==> src/rtl/ewb_pkg.sv <==
// Shared types for the eviction write buffer controller.
package ewb_pkg;

  typedef enum logic [1:0] {
    EWB_IDLE  = 2'd0,
    EWB_READ  = 2'd1,
    EWB_DRAIN = 2'd2
  } ewb_state_t;

endpackage

==> src/rtl/ewb_idle_timer.sv <==
// Saturating idle counter; expire is high while the count sits at LIMIT.
module ewb_idle_timer #(
  parameter int unsigned LIMIT = 4
) (
  input  logic clk,
  input  logic rst,
  input  logic clear,
  input  logic inc,
  output logic expire
);

  localparam int unsigned CW = $clog2(LIMIT + 1);
  localparam logic [CW-1:0] LIMIT_C = CW'(LIMIT);

  logic [CW-1:0] count_reg;

  always_ff @(posedge clk or negedge rst) begin
    if (!rst) begin
      count_reg <= '0;
    end else if (clear) begin
      count_reg <= '0;
    end else if (inc && (count_reg != LIMIT_C)) begin
      count_reg <= count_reg + 1'b1;
    end
  end

  assign expire = (count_reg == LIMIT_C);

endmodule

==> src/rtl/ewb_control.sv <==
// Eviction write buffer controller: accepts evictions locally, passes reads
// through, and drains the buffered line on conflict, hazard or idle timeout.
module ewb_control
  import ewb_pkg::*;
#(
  parameter int unsigned IDLE_DRAIN_CYCLES = 4
) (
  input  logic clk,
  input  logic rst,
  input  logic mem_read,
  input  logic mem_write,
  output logic mem_resp,
  output logic pmem_read,
  output logic pmem_write,
  input  logic pmem_resp,
  input  logic match,
  output logic addr_load,
  output logic data_load,
  output logic writing,
  output logic wb_valid
);

  ewb_state_t state_reg, state_next;
  logic       valid_reg, valid_next;
  logic       expire, timer_inc;
  logic       mem_resp_c, pmem_read_c, pmem_write_c;
  logic       addr_load_c, data_load_c, writing_c;

  always_ff @(posedge clk or negedge rst) begin
    if (!rst) begin
      state_reg <= EWB_IDLE;
      valid_reg <= 1'b0;
    end else begin
      state_reg <= state_next;
      valid_reg <= valid_next;
    end
  end

  // Count only quiet idle cycles with a line held; anything else restarts the interval.
  assign timer_inc = (state_reg == EWB_IDLE) && !mem_read && !mem_write && valid_reg && !expire;

  ewb_idle_timer #(
    .LIMIT(IDLE_DRAIN_CYCLES)
  ) u_idle_timer (
    .clk    (clk),
    .rst    (rst),
    .clear  (!timer_inc),
    .inc    (timer_inc),
    .expire (expire)
  );

  always_comb begin
    state_next   = state_reg;
    valid_next   = valid_reg;
    mem_resp_c   = 1'b0;
    pmem_read_c  = 1'b0;
    pmem_write_c = 1'b0;
    addr_load_c  = 1'b0;
    data_load_c  = 1'b0;
    writing_c    = 1'b0;
    unique case (state_reg)
      EWB_IDLE: begin
        if (mem_read) begin
          // A read of the buffered address must see the line in pmem first.
          state_next = (valid_reg && match) ? EWB_DRAIN : EWB_READ;
        end else if (mem_write) begin
          if (!valid_reg) begin
            addr_load_c = 1'b1;
            data_load_c = 1'b1;
            mem_resp_c  = 1'b1;
            valid_next  = 1'b1;
          end else if (match) begin
            data_load_c = 1'b1;
            mem_resp_c  = 1'b1;
          end else begin
            state_next = EWB_DRAIN;
          end
        end else if (valid_reg && expire) begin
          state_next = EWB_DRAIN;
        end
      end
      EWB_READ: begin
        pmem_read_c = 1'b1;
        if (pmem_resp) begin
          mem_resp_c = 1'b1;
          state_next = EWB_IDLE;
        end
      end
      EWB_DRAIN: begin
        pmem_write_c = 1'b1;
        writing_c    = 1'b1;
        if (pmem_resp) begin
          valid_next = 1'b0;
          state_next = EWB_IDLE;
        end
      end
      default: state_next = EWB_IDLE;
    endcase
  end

  // Gate with reset so a request held during reset cannot leak through the Mealy paths.
  assign mem_resp   = rst & mem_resp_c;
  assign pmem_read  = rst & pmem_read_c;
  assign pmem_write = rst & pmem_write_c;
  assign addr_load  = rst & addr_load_c;
  assign data_load  = rst & data_load_c;
  assign writing    = rst & writing_c;
  assign wb_valid   = valid_reg;

endmodule
==> config.mk <==
export PLATFORM = sky130hd
export DESIGN_NAME = ewb_control
export DESIGN_NICKNAME = d
export VERILOG_FILES = /design/src/rtl/ewb_pkg.sv /design/src/rtl/ewb_idle_timer.sv /design/src/rtl/ewb_control.sv
export SDC_FILE = /design/constraint.sdc
export NUM_CORES = 1
export LEC_CHECK = 0
export BUFFER_PORTS_ARGS = -buffer_cell sky130_fd_sc_hd__buf_2
export CAP_MARGIN = 20
export CORE_AREA = 2 2 39 41
export CTS_CLUSTER_SIZE = 8
export DETAILED_ROUTE_END_ITERATION = 8
export DIE_AREA = 0 0 41 43
export PLACE_DENSITY_LB_ADDON = 0.25
export SETUP_SLACK_MARGIN = 0.2
export SYNTH_ARGS = -nofsm -noshare
export SYNTH_HDL_FRONTEND = slang
export SYNTH_SLANG_ARGS = --single-unit
export TNS_END_PERCENT = 50
==> constraint.sdc <==
create_clock -name clk -period 2.8 [get_ports clk]
set_input_delay 0.56 -clock clk [delete_from_list [all_inputs] [get_ports clk]]
set_output_delay 0.56 -clock clk [all_outputs]
set_load 0.02 [all_outputs]
* Yosys cells after proc, flatten, opt, wreduce, memory -nomap -nowiden
Index checks and enable logic that the tools add are counted.
Word-level totals: register bits 6, bits in latches 0, memory bits (writable) 0, memory bits (read-only) 0, bits of input ports 6, output and inout port bits 7, word-level logic and storage cells 63, memories kept 0
Cells by class: add/subtract/negate cells 1, $mul 0, divide/modulo/power cells 0, magnitude comparators 0, equal/unequal tests 12, shift operators 0, multiplexer cells 27, bitwise operators 5, reduce and logical (&&, ||, !) cells 15
Operator list (number):
- $mux W1 | 15
- $mux W2 | 7
- $ne A2 B2 Y1 const B | 4
- $ne A4 B4 Y1 const B | 2
- $reduce_and A4 Y1 | 2
- $logic_and A1 B1 Y1 | 7
- $mux W3 | 2
- $and A1 B1 Y1 | 5
- $ne A4 B3 Y1 const B | 1
- $pmux W1 S2 | 2
- $pmux W2 S2 | 1
- $add A3 B1 Y3 const B | 1
- $eq A3 B3 Y1 const B | 1
- $logic_not A1 Y1 | 3
- $ne A3 B3 Y1 const B | 1
- $eq A2 B1 Y1 const B | 1
- $eq A2 B2 Y1 const B | 1
- $logic_not A2 Y1 | 1
- $ne A2 B1 Y1 const B | 1
- $reduce_bool A2 Y1 | 1
- $reduce_or A2 Y1 | 1

* Longest topological paths before layout
word-level depth 8, gate-level depth with buffers 6, mapped depth without buffers 6

* Modules after synthesis
Synthesis repeated with hierarchy kept, for this count alone.
Second synthesis, totals: cells, all modules 52, area total of the unflattened synthesis 518.0 µm²
Modules (own cells, without submodules):
- ewb_control | instances 1, cells an instance 34, area an instance 320.3 µm², seq. area each 75.1 µm²
- ewb_idle_timer | instances 1, cells an instance 18, area an instance 197.7 µm², seq. area each 75.1 µm²

* Least setup slack after synthesis
No wires, ideal clock.
path type reg2out, start register state_reg[0], end output mem_resp, arrival time 1.303 ns, data required time 2.240 ns, slack 0.937 ns, stages on the path, launching flop included 6, path buffers 0, cell sequence dfrtp_1 > inv_1 > ha_1 > nand3b_1 > a21o_2 > a21oi_1
On the way: cells in the longest elaborated chain, start to end 3
Ends and longest elaborated chain:
- start: declaration | RTL line ewb_control.sv:23 | ewb_state_t state_reg, state_next;
- start signal: assignment | RTL line ewb_control.sv:34 | state_reg <= state_next;
- $eq A2 B1 Y1 / $logic_not A2 Y1 (equally long branches) | RTL line ewb_control.sv:61 | unique case (state_reg)
- $pmux W1 S2 (*) | RTL line ewb_control.sv:61
- $and A1 B1 Y1 (*) | RTL line ewb_control.sv:102 | assign mem_resp = rst & mem_resp_c;
- end: declaration | RTL line ewb_control.sv:12 | output logic mem_resp,
Every way passes the cells marked *; elsewhere a longest branch is shown, timed or not.

* Final worst setup path
Same ends and word-level chain as after synthesis.

==> reports/results.md <==
| Item | Value | Unit |
|---|---|---|
| Sequential fraction of the synthesis area | 34.6 | % |
| Final core utilization | 38.2 | % |
| Cell type with the highest aggregate area in the netlist | dfrtp_1 | - |
| Count of warnings emitted by yosys | 0 | - |
| Synthesis-to-finish area growth | 21.9 | % |
| Final clock skew | 0.000345 | ns |
| H-tree Lvls | 1 | - |
| Number of standard cells in the layout, taps in and fillers out | 78 | - |
| Total routing usage reported by global routing | 11.5 | % |
| Final Slew Violations | 0 | - |
| Launch instance of the worst register-to-register path | state_reg[0]$_DFFE_PN0P_ | - |
| Leakage power | 0.000273 | uW |
| Detail Route Antenna Nets | 0 | - |
| Final setup TNS | 0 | ns |
| Crit path required time | 2.24 | ns |
| Count of final setup violators | 0 | - |
| Post-placement setup slack | 0.874 | ns |
| DIE HEIGHT | 43 | um |
| Post-synth top flop | dfrtp_1 | - |
| Leading cell type by number of instances after synthesis | inv_1 | - |
| TritonCTS clock tree | yes | - |
| Final worst path period share | 76.7 | % |
| Number of library cell types mapped by synthesis | 24 | - |
| Max-cap viol count | 0 | - |
| Fmax | 466 | MHz |
| Switching pwr | 176 | uW |
| Post_cts resized | 0 | - |
| Slew margin rel. | 83.3 | % |
| Buffer type at the clock tree root | clkbuf_4 | - |
| Status | finished, final reports clean | - |
| Number of synthesized register bits | 6 | - |
| Worst min path class | primary input to asynchronous set/reset pin | - |
| Via total after detailed routing | 356 | - |
| Per-cell via count in the routed design | 4.56 | - |
| Net total in the final layout | 75 | - |
| Area of combinational cells with multiple inputs | 250 | sq um |
| Unrepaired setup endpoints after global routing | false | - |
| Arrival time at the worst endpoint | 1.59 | ns |
| Share of layout cells above drive strength 1 | 33.9 | % |
| Inserted Diodes | 0 | - |
| Area contributors post-synth | dfrtp_1, ha_1, inv_1, nand2_1, mux2_4 | - |
| Detailed Place HPWL | 660 | um |
| Width of the die | 41 | um |
| Pre-antenna DRT Iters | 4 | - |
| Number of cells on the worst reg-to-reg path | 6 | - |
| Final Wtd Congestion | 0.679 | - |
| WS Path Type | flip-flop to primary output | - |
| CTS clock-pin slew for the worst setup and hold paths | 0.04 | ns |
| Power per cell area | 836 | mW/mm^2 |
| FFs w/ async S/R, synth | 100 | % |
| Aggregate routed wire length | 786 | um |
| Placed cells | 75 | - |
| Vias in the first global route | 318 | - |
| CTS buffer count | 3 | - |
| Core Footprint | 0.00138 | sq mm |
| IR drop worst, VDD | 295 | uV |
| Largest stage delay, worst path | 0.38 | ns |
| Pin count of the biggest net entering global routing | 10 | - |
| Cts hold-fix bufs | 0 | - |
| Clk buf depth | 2 | - |
| Count of endpoints failing hold in the final timing report | 0 | - |
| Crit path time final | 2.15 | ns |
| Starting DRT DRC Count | 6 | - |
| Number of flip-flops in the largest register | 3 | - |
| Biggest fanout along the worst timing path | 5 | - |
| Area of the mapped netlist | 434 | sq um |
| Library cell contributing the largest single delay on the critical path | dfrtp_1 | - |
| Mean post-synth cell area | 9.05 | sq um |
| Measured slew at the worst slew-check pin | 0.250 | ns |
| Leftover overflow at the end of global routing | 0 | - |
| First-pass GRT wire length | 1290 | um |
| Syn_nets | 59 | - |
| Fill cell total of the finished layout | 148 | - |
| Insertion delay to the later sink of the worst-skew pair | 0.23 | ns |
| Share of total power in sequential cells | 30.4 | % |
| DRC Markers | 0 | - |
| Floorplan die area | 0.00176 | sq mm |
| Storage element area | 150 | sq um |
| Ordered cell list for the critical path | inv_1 -> ha_1 -> nand3b_1 -> a21o_2 -> a21oi_1 -> buf_2 | - |
| Initial standard-cell utilization of the core | 31.4 | % |
| EDFF count, synth | 0 | - |
| Initial antenna violation count | 0 | - |
| Top cell types by occurrence after synthesis | inv_1, dfrtp_1, ha_1, nand2_1, nor2_1 | - |
| Port Buffer Count | 12 | - |
| Pint | 267 | uW |
| Sw Ratio | 39.7 | % |
| Routed wire length per instance | 10.1 | um |
| Number of top-level pins | 13 | - |
| Number of instances in the synthesized netlist | 48 | - |
| Portion of total power attributed to combinational logic | 52.7 | % |
| RR Endpoint | state_reg[1]$_DFFE_PN0P_ | - |
| Post-CTS setup buffer count | 0 | - |
| Synth top area share | 34.6 | % |
| Worst setup margin | 0.652 | ns |
| CP endpoint kind | primary output | - |
| Startpoint type of the worst setup path | flip-flop | - |
| Total number of placement rows | 14 | - |
| Register-to-register path setup slack | 1.21 | ns |
| Clock share of power | 16.9 | % |
| # clock sinks | 6 | - |
[cell usage in the layout (no fill, tap or decap)]
cell,instances
nor2b_1,1
o21ai_0,1
inv_1,7
nor3_1,1
buf_2,12
a21o_2,1
nand2_1,5
nor2_1,4
nand3_1,2
dfrtp_1,6
nand2_2,1
a21boi_0,1
mux2_4,1
a21oi_1,1
a22o_1,1
nand3b_1,1
mux2i_1,1
xnor2_1,1
nand3_2,1
a21oi_2,1
nand2b_1,1
nor3b_2,1
clkbuf_4,3
ha_1,5
and2_1,2
[how the worst max path moves through the flow]
stage / startpoint / to / slack [ns] / cells after the start
floorplan: state_reg[0]$_DFFE_PN0P_ / mem_resp / 0.94 / 5
global placement: mem_read / mem_resp / 0.89 / 5
detailed placement: mem_read / mem_resp / 0.87 / 5
CTS: state_reg[0]$_DFFE_PN0P_ / mem_resp / 0.64 / 6
global route: state_reg[0]$_DFFE_PN0P_ / mem_resp / 0.48 / 6
finish: state_reg[0]$_DFFE_PN0P_ / mem_resp / 0.65 / 6
[area by class of cell]
type	count	area share [%]
inverters	7	4.96
repair buffers	12	11.3
well taps	16	3.78
clock buffers	3	4.26
multi-input cells	34	47.3
flip-flops and latches	6	28.4
[worst max-delay path, delay by kind of cell (launching register included)]
kind	cells	cell delay (ns)
AO/OA/AOI/OAI	2	0.35
AND/OR/NAND/NOR	1	0.11
flip-flops	1	0.38
buffers and inverters	2	0.28
adder cells (fa/ha/maj)	1	0.24
[power groups by stage]
stage,logic (uW),clock network [uW],registers [uW]
final,233,75.0,134
after floorplan,177,0,137
after global placement,236,0,135
after CTS,236,79.5,135
after detailed placement,235,0,136
after global routing,265,91.4,138
[metrics by stage]
stage | instance area [sq um] | power [uW] | hold WS (ns)
floorplan | 434 | 315 | 0.264
global placement | 507 | 371 | 0.411
detailed placement | 507 | 371 | 0.410
CTS | 529 | 450 | 0.154
global route | 529 | 494 | 0.146
finish | 529 | 442 | 0.156
[layer usage]
layer	routed length [um]	part of all wire [%]	global-route usage [%]
met5	0	0	0
met4	4	0.51	8.00
met3	59	7.5	4.71
met2	377	48	16.6
met1	344	44	13.1
[kinds of logic (layout without fill, tap and decap cells)]
kind of cell	Yosys count	in the layout	share of synthesized area [%]
AND/OR/NAND/NOR	20	20	25.4
AO/OA/AOI/OAI	6	6	10.1
XOR/XNOR	1	1	2.02
multiplexers	2	2	5.76
adder cells (fa/ha/maj)	5	5	14.4
flip-flops	6	6	34.6
buffers and inverters	8	22	7.78
Note: power is estimated with default switching activity, not from simulation.
